$ cat src/rtl/ff_pkg.sv
// Shared types and widths for the projectile slot arbiter.
package ff_pkg;

   localparam int unsigned CD_W = 8;

   typedef enum logic [1:0] {
      REQ_IDLE    = 2'd0,
      REQ_PENDING = 2'd1,
      REQ_COOL    = 2'd2
   } req_state_t;

   typedef enum logic {
      OWN_PLAYER = 1'b0,
      OWN_NPC    = 1'b1
   } owner_t;

endpackage

$ cat src/rtl/shot_requester.sv
// One shooter: captures a fire edge, waits for a slot, then holds off for a frame-counted cooldown.
module shot_requester
   import ff_pkg::*;
#(
   parameter int unsigned COOLDOWN_FRAMES = 8
) (
   input  logic Clk,
   input  logic Reset,
   input  logic req,
   input  logic enable,
   input  logic grant,
   input  logic frame_tick,
   output logic pending,
   output logic cool
);

   req_state_t      state, state_nx;
   logic [CD_W-1:0] cnt, cnt_nx;
   logic            req_q;
   logic            req_rise;

   assign req_rise = req & ~req_q;

   // Previous req level; always tracks so a held level never re-fires after a drop.
   always_ff @(posedge Clk or negedge Reset) begin
      if (!Reset) req_q <= 1'b0;
      else        req_q <= req;
   end

   // State, cooldown counter and registered status flags.
   always_ff @(posedge Clk or negedge Reset) begin
      if (!Reset) begin
         state   <= REQ_IDLE;
         cnt     <= '0;
         pending <= 1'b0;
         cool    <= 1'b0;
      end else begin
         state   <= state_nx;
         cnt     <= cnt_nx;
         pending <= (state_nx == REQ_PENDING);
         cool    <= (cnt_nx != '0);
      end
   end

   // Next state: edges outside IDLE are dropped; the counter saturates at zero.
   always_comb begin
      state_nx = state;
      cnt_nx   = cnt;
      if (!enable) begin
         state_nx = REQ_IDLE;
         cnt_nx   = '0;
      end else begin
         case (state)
            REQ_IDLE: begin
               if (req_rise) state_nx = REQ_PENDING;
            end
            REQ_PENDING: begin
               if (grant) begin
                  state_nx = REQ_COOL;
                  cnt_nx   = CD_W'(COOLDOWN_FRAMES);
               end
            end
            REQ_COOL: begin
               if (frame_tick && (cnt != '0)) cnt_nx = cnt - CD_W'(1);
               if (cnt_nx == '0) state_nx = REQ_IDLE;
            end
            default: begin
               state_nx = REQ_IDLE;
               cnt_nx   = '0;
            end
         endcase
      end
   end

endmodule

$ cat src/rtl/proj_slot_arbiter.sv
// Shares a pool of projectile slots between the player and NPC shooters, one launch per cycle.
module proj_slot_arbiter
   import ff_pkg::*;
#(
   parameter int unsigned NUM_SLOTS       = 4,
   parameter int unsigned COOLDOWN_FRAMES = 8
) (
   input  logic                 Clk,
   input  logic                 Reset,
   input  logic                 frame_clk,
   input  logic                 enable,
   input  logic                 player_req,
   input  logic                 npc_req,
   input  logic [NUM_SLOTS-1:0] slot_done,
   output logic [NUM_SLOTS-1:0] slot_launch,
   output logic [NUM_SLOTS-1:0] slot_owner,
   output logic [NUM_SLOTS-1:0] slot_busy,
   output logic                 player_grant,
   output logic                 npc_grant,
   output logic                 player_cool,
   output logic                 npc_cool
);

   logic                 fs1, fs2, fs3;
   logic                 frame_tick;
   logic [NUM_SLOTS-1:0] free_slots;
   logic [NUM_SLOTS-1:0] lowest_free;
   logic                 any_free;
   logic                 player_pend, npc_pend;
   logic                 player_grant_c, npc_grant_c;
   logic [NUM_SLOTS-1:0] launch_c;
   logic [NUM_SLOTS-1:0] done_valid;
   owner_t               rr_ptr, rr_ptr_nx;

   // Two-flop sync of VGA_VS plus one more stage for rising-edge detection.
   always_ff @(posedge Clk or negedge Reset) begin
      if (!Reset) {fs3, fs2, fs1} <= 3'b000;
      else        {fs3, fs2, fs1} <= {fs2, fs1, frame_clk};
   end

   assign frame_tick  = fs2 & ~fs3;
   assign free_slots  = ~slot_busy;
   assign lowest_free = free_slots & (~free_slots + NUM_SLOTS'(1));
   assign any_free    = |free_slots;
   assign done_valid  = slot_done & slot_busy;

   shot_requester #(.COOLDOWN_FRAMES(COOLDOWN_FRAMES)) u_player (
      .Clk        (Clk),
      .Reset      (Reset),
      .req        (player_req),
      .enable     (enable),
      .grant      (player_grant_c),
      .frame_tick (frame_tick),
      .pending    (player_pend),
      .cool       (player_cool)
   );

   shot_requester #(.COOLDOWN_FRAMES(COOLDOWN_FRAMES)) u_npc (
      .Clk        (Clk),
      .Reset      (Reset),
      .req        (npc_req),
      .enable     (enable),
      .grant      (npc_grant_c),
      .frame_tick (frame_tick),
      .pending    (npc_pend),
      .cool       (npc_cool)
   );

   // Grant selection: a lone requester always wins; a tie goes to the pointer, which then flips.
   always_comb begin
      player_grant_c = 1'b0;
      npc_grant_c    = 1'b0;
      rr_ptr_nx      = rr_ptr;
      if (enable && any_free) begin
         if (player_pend && npc_pend) begin
            player_grant_c = (rr_ptr == OWN_PLAYER);
            npc_grant_c    = (rr_ptr == OWN_NPC);
            rr_ptr_nx      = (rr_ptr == OWN_PLAYER) ? OWN_NPC : OWN_PLAYER;
         end else begin
            player_grant_c = player_pend;
            npc_grant_c    = npc_pend;
         end
      end
      launch_c = (player_grant_c || npc_grant_c) ? lowest_free : '0;
   end

   // Round-robin pointer survives enable drops; only reset clears it.
   always_ff @(posedge Clk or negedge Reset) begin
      if (!Reset) rr_ptr <= OWN_PLAYER;
      else        rr_ptr <= rr_ptr_nx;
   end

   // Slot occupancy, ownership and launch pulses; a released slot reads back as player-owned.
   always_ff @(posedge Clk or negedge Reset) begin
      if (!Reset) begin
         slot_busy    <= '0;
         slot_owner   <= '0;
         slot_launch  <= '0;
         player_grant <= 1'b0;
         npc_grant    <= 1'b0;
      end else if (!enable) begin
         slot_busy    <= '0;
         slot_owner   <= '0;
         slot_launch  <= '0;
         player_grant <= 1'b0;
         npc_grant    <= 1'b0;
      end else begin
         slot_busy    <= (slot_busy & ~done_valid) | launch_c;
         slot_owner   <= (slot_owner & ~done_valid) | (npc_grant_c ? launch_c : '0);
         slot_launch  <= launch_c;
         player_grant <= player_grant_c;
         npc_grant    <= npc_grant_c;
      end
   end

endmodule
$ cat config.mk
export PLATFORM = sky130hd
export DESIGN_NAME = proj_slot_arbiter
export DESIGN_NICKNAME = d
export VERILOG_FILES = /design/src/rtl/ff_pkg.sv /design/src/rtl/shot_requester.sv /design/src/rtl/proj_slot_arbiter.sv
export SDC_FILE = /design/constraint.sdc
export NUM_CORES = 1
export LEC_CHECK = 0
export ABC_AREA = 1
export BUFFER_PORTS_ARGS = -buffer_cell sky130_fd_sc_hd__buf_2
export CORE_MARGIN = 4
export CORE_UTILIZATION = 55
export DETAILED_ROUTE_END_ITERATION = 8
export PLACE_DENSITY = 0.86
export SLEW_MARGIN = 20
export SYNTH_ARGS = -nofsm -noshare
export SYNTH_HDL_FRONTEND = slang
export SYNTH_SLANG_ARGS = --single-unit
$ cat constraint.sdc
create_clock -name Clk -period 2.6 [get_ports Clk]
set_clock_uncertainty 0.2 [all_clocks]
set_input_delay 0.13 -clock Clk [delete_from_list [all_inputs] [get_ports Clk]]
set_output_delay 0.13 -clock Clk [all_outputs]
set_load 0.02 [all_outputs]
=== After elaboration in Yosys (flattened, before gate mapping) ===
Index checks and enable logic that the tools add are counted.

* $add $sub $neg: 3
* Equality and inequality tests: 6
* Muxes and demuxes: 34
* Bitwise operators: 16
* Reductions and logical operators: 15

{| class="wikitable"
|+ Operator list
! cell !! number
|-
| 2-to-1 mux 8 bit || 10
|-
| case mux 8 bit (3 select lines) || 2
|-
| nonzero test 8 bit || 4
|-
| 2-to-1 mux 4 bit || 5
|-
| bitwise AND 4 bit || 4
|-
| logical NOT 8 bit || 2
|-
| 2-to-1 mux 2 bit || 8
|-
| subtractor 8 x 1 -> 8 bit, second input constant || 2
|-
| inverter 4 bit || 3
|-
| case mux 2 bit (3 select lines) || 2
|-
| == test 2 x 1 -> 1 bit, second input constant || 4
|-
| OR 4 bit || 2
|-
| 2-to-1 mux 1 bit || 7
|-
| adder 4 x 1 -> 4 bit, second input constant || 1
|-
| == test 2 bit, second input constant || 2
|-
| logical AND 1 bit || 4
|-
| logical NOT 2 bit || 2
|-
| inverter 1 bit || 4
|-
| OR reduction 4 bit || 1
|-
| bitwise AND 1 bit || 3
|-
| AND reduction 2 bit || 1
|-
| logical OR 1 bit || 1
|}

* Flip-flop bits (word level): 44
* Input bits: 10
* Output and inout bits: 16
* Word-level logic and storage cells: 93

=== Longest topological paths before layout ===
* Depth after elaboration: 11
* Gate-level depth with buffers: 12
* Mapped depth without buffers: 12

=== By module ===
From an unflattened synthesis, not the netlist that was laid out.

* Cell total of the unflattened synthesis: 370
* Area total of the unflattened synthesis: 2,616.3 um^2

{| class="wikitable"
|+ By module, submodules not included
! module !! times used !! cells an instance !! area each (um^2) !! seq. area each (um^2)
|-
| shot_requester || 2 || 146 || 932.1 || 325.3
|-
| proj_slot_arbiter || 1 || 78 || 752.0 || 450.4
|}

=== Least setup slack after synthesis ===
OpenSTA, ideal clock, no wires.

* Path kind: register to register
* Start point: register u_npc.cnt[0]
* End point: register u_npc.cool
* Setup time: 0.119 ns
* Data arrival time: 1.465 ns
* Data required time: 2.281 ns
* Setup slack: 0.817 ns
* Cell stages (with the launch flop): 12
* Buffers on the path: 0
* Period minus slack after synthesis: 1.783 ns
* Cell sequence: dfrtp_1 inv_1 ha_1 nand4_2 nand2_2 nand2_1 nand2_1 o21ai_0 nand2_1 nand2_1 nor2_1 nand2_1

* Cells in the longest elaborated chain, start to end: 8
* Elaborated cells between the ends (all ways): 10
* Those cells by class: 1 x add/sub; 6 x mux; 3 x reduce/logical

{| class="wikitable"
|+ RTL lines
! what !! line !! RTL
|-
| start, declared || shot_requester.sv:18 || <nowiki>logic [CD_W-1:0] cnt, cnt_nx;</nowiki>
|-
| start signal, assigned || shot_requester.sv:39 || <nowiki>cnt <= cnt_nx;</nowiki>
|-
| branches (longest 5 deep; another with subtractor 8 x 1 -> 8 bit) || n/a ||
|-
| case mux 8 bit (3 select lines) (*) || shot_requester.sv:53 || <nowiki>case (state)</nowiki>
|-
| 2-to-1 mux 8 bit (*) || shot_requester.sv:49 || <nowiki>if (!enable) begin</nowiki>
|-
| nonzero test 8 bit (*) || shot_requester.sv:41 || <nowiki>cool <= (cnt_nx != '0);</nowiki>
|-
| end signal, assigned || shot_requester.sv:41 ||
|-
| end, declared || shot_requester.sv:14 || <nowiki>output logic cool</nowiki>
|}

Mark *: on every way between the ends. The select of a mux whose other input is x is not followed.
A chain may end at the register's enable or synchronous reset.

=== Final worst setup path ===
* Start point: register u_player.cnt[0]
* End point: register u_player.cool

* Cells in the longest elaborated chain, start to end: 8
* Elaborated cells between the ends (all ways): 10
* Those cells by class: 1 x add/sub; 6 x mux; 3 x reduce/logical

{| class="wikitable"
|+ RTL lines
! what !! line
|-
| start, declared || shot_requester.sv:18
|-
| start signal, assigned || shot_requester.sv:39
|-
| branches (longest 5 deep; another with subtractor 8 x 1 -> 8 bit) || n/a
|-
| case mux 8 bit (3 select lines) (*) || shot_requester.sv:53
|-
| 2-to-1 mux 8 bit (*) || shot_requester.sv:49
|-
| nonzero test 8 bit (*) || shot_requester.sv:41
|-
| end signal, assigned || shot_requester.sv:41
|-
| end, declared || shot_requester.sv:14
|}

Marks and branches as above.

==> summary.txt <==
Run status
  • Status: completed

Die
  • Initial Util: 57.0%
  • Die height: 75.4 um
  • # IOs: 26
  • Die area: 5690 um2
  • Num rows: 24
  • Die Wd: 75.4 um
  • Core area: 4380 um2

Timing
  • Final slew viol count: 0
  • Final Setup Violations: 0
  • RSZ-0062 raised after global routing: false
  • Worst hold margin: 71.7 ps
  • Setup TNS: 0 ps
  • Max-Slew Margin vs Limit: 36.5%
  • Min Tclk post-route: 2070 ps
  • Fin. Hold Viols: 0
  • Fmax: 484 MHz
  • Fin crit share: 79.5%
  • Worst Tran Pin Value: 952 ps

Placed design
  • Final HPWL DP: 4.00 mm
  • PortBufs: 25
  • RePlAce Congestion: 0.956

GRT
  • Global route overflow: 0
  • Initial antenna violation count: 0
  • Total track usage: 24.3%
  • First-pass GRT wire length: 10.6 mm
  • Pin count of the biggest net entering global routing: 45
  • Vias in the first global route: 2260

Worst setup path
  • Crit path kind: reg -> reg
  • Nature of the critical path endpoint: flop
  • Worst endpoint required time: 2590 ps
  • Largest fanout on the critical path: 8
  • Crit path DAT: 2050 ps
  • Worst setup SP type: flop

Routing
  • Highest routed layer: met4
  • Via Count: 2414
  • 1st-iter DRT viols: 225
  • DR WL/cell: 14.7 um
  • Met3 wire length: 479 um
  • Antenna-violating nets left: 0
  • Total wire length: 6.40 mm
  • Drt drc: 0
  • Met2 routed WL: 3.16 mm
  • Met1 Wirelength: 2.60 mm
  • TritonRoute pass-1 iters: 5
  • Via density: 5.55

Synth
  • Seq cells post-synth: 44
  • Syn Inst Count: 346
  • Post-Syn Nets: 358
  • Distinct cells, synth: 33
  • Netlist Area Pre-Place: 2500 um2
  • Sequential-to-total area share from yosys stat: 44.0%
  • Syn. warnings: 0
  • Average size of a mapped cell: 7.23 um2

Power and ir drop
  • Clock share of power: 42.0%
  • P_int: 1130 uW
  • Sw Share: 22.9%
  • Comb power frac: 8.1%
  • Switching pwr: 334 uW
  • Leak: 0.00180 uW
  • Share of power burned in registers: 49.9%
  • Peak VDD IR: 0.516 mV
  • PwrDens: 506 nW/um2
  • Final Total Pwr: 1460 uW

CTS
  • CTS root buffer: clkbuf_8
  • Num CTS Buffers: 5
  • Setup repair bufs after CTS: 0
  • Clk sink count: 44
  • # H-tree levels: 2
  • Clk pin slew, worst setup/hold paths: 90 ps
  • Clock buffer depth: 2
  • CTS tree: built
  • Clk_lat worst skew: 300 ps

Finish
  • Nets: 395
  • Most common cell after layout, fill and taps aside: nand2_1
  • Share of layout cells above drive strength 1: 14.6%
  • P&R area growth vs syn: 15.5%
  • Most frequent cells in the layout: nand2_1, dfrtp_1, inv_1, nand3_1
  • Antenna diodes: 0
  • Filler cells: 335

Worst hold path
  • Min-Delay Path Class: in -> reg

Job
  • Max cap viols: 0
==> state kept, by name, indices dropped and copies added (netlist names), 2 cells and up <==
name and cells:
u_player.state 2, u_player.cnt 8, u_npc.cnt 8, u_npc.state 2, slot_busy 4, slot_launch 4, slot_owner 4
==> final timing paths <==
| path | startpoint | to | slack (ps) | cells past startpoint |
|---|---|---|---|---|
| setup / recovery | u_player.cnt[0] | u_player.cool | 530 | 11 |
| hold / removal | enable | slot_busy[3] | 70 | 3 |
| min in group asynchronous | Reset | u_npc.cnt[6] | 320 | 2 |
| max in group asynchronous | Reset | slot_busy[2] | 1290 | 2 |
| setup reg to reg | u_player.cnt[0] | u_player.cool | 530 | 11 |
| hold reg to reg | fs1 | fs2 | 150 | 0 |
==> power groups by stage <==
| stage | logic (uW) | registers, uW | clock network (uW) |
|---|---|---|---|
| floorplan | 56.2 | 745 | 0 |
| global placement | 101 | 739 | 0 |
| detailed placement | 105 | 739 | 0 |
| CTS | 116 | 728 | 619 |
| global route | 130 | 730 | 644 |
| finish | 118 | 729 | 613 |
==> layout make-up <==
type                            count  area, um2  share of cell area, %
Multi-Input combinational cell    252       1210                   41.8
Sequential cell                    44       1100                   38.1
Timing Repair Buffer               33        205                   7.11
Inverter                           47        181                   6.28
Clock buffer                        5       68.8                   2.38
Tap cell                           52       65.1                   2.25
Clock inverter                      2       60.1                   2.08
==> cells by family (layout without fill, tap and decap cells) <==
kind of cell | Yosys count | count (layout) | share of synthesized area [%]
flops | 44 | 44 | 44.0
xor+xnor | 7 | 7 | 2.45
compound gates | 23 | 23 | 6.00
simple gates | 220 | 220 | 38.8
fa+ha+maj | 2 | 2 | 1.00
buf+inv | 50 | 87 | 7.75
==> synthesized netlist by cell type (all sizes together) <==
cell type  instances  area share, %
clkbuf             2           0.30
o21a               2           0.60
a211oi             1           0.30
nor2              34            6.4
clkinv             1           0.15
xnor2              3            1.1
buf                1           0.20
ha                 2            1.0
a21oi              9            2.4
o22ai              1           0.25
a31o               1           0.35
nand3             42            8.6
o21ai              7            1.4
a21boi             1           0.30
xor2               4            1.4
inv               46            7.1
nand4              6            1.8
nand2            134             21
dfrtp             44             44
nor3               3           0.60
o211a              1           0.40
nand3b             1           0.30
==> stage by stage <==
stage,instance area [um2],setup slack [ps],cells,util [%]
CTS,2890,523,435,65.9
detailed placement,2680,457,420,61.1
finish,2890,533,435,65.9
floorplan,2500,817,346,-
global route,2890,331,435,65.9
global placement,2680,466,420,61.1
==> worst max-delay path: stages (launching register included) <==
cell     delay, ps
dfrtp_1        400
inv_1          130
ha_1           280
nand4_1        160
nand2_2        180
nand2_1         90
nand3_1        120
nand3_1         70
nand2_1         80
nand2_1         60
nor2_1         120
nand2_1         70
==> what timing repair did <==
action / 4_1_cts / 5_1_grt
resized for setup: 0 / 0
hold buffers: 8 / 0
hold endpoints to repair: 57 / 0
==> layer usage <==
metal / vias up / track usage (%)
met5: - / 0
met4: 0 / 8.54
met3: 20 / 5.28
met2: 128 / 40.7
met1: 1106 / 31.2
li1: 1160 / -
Note: power is estimated with default switching activity, not from simulation.
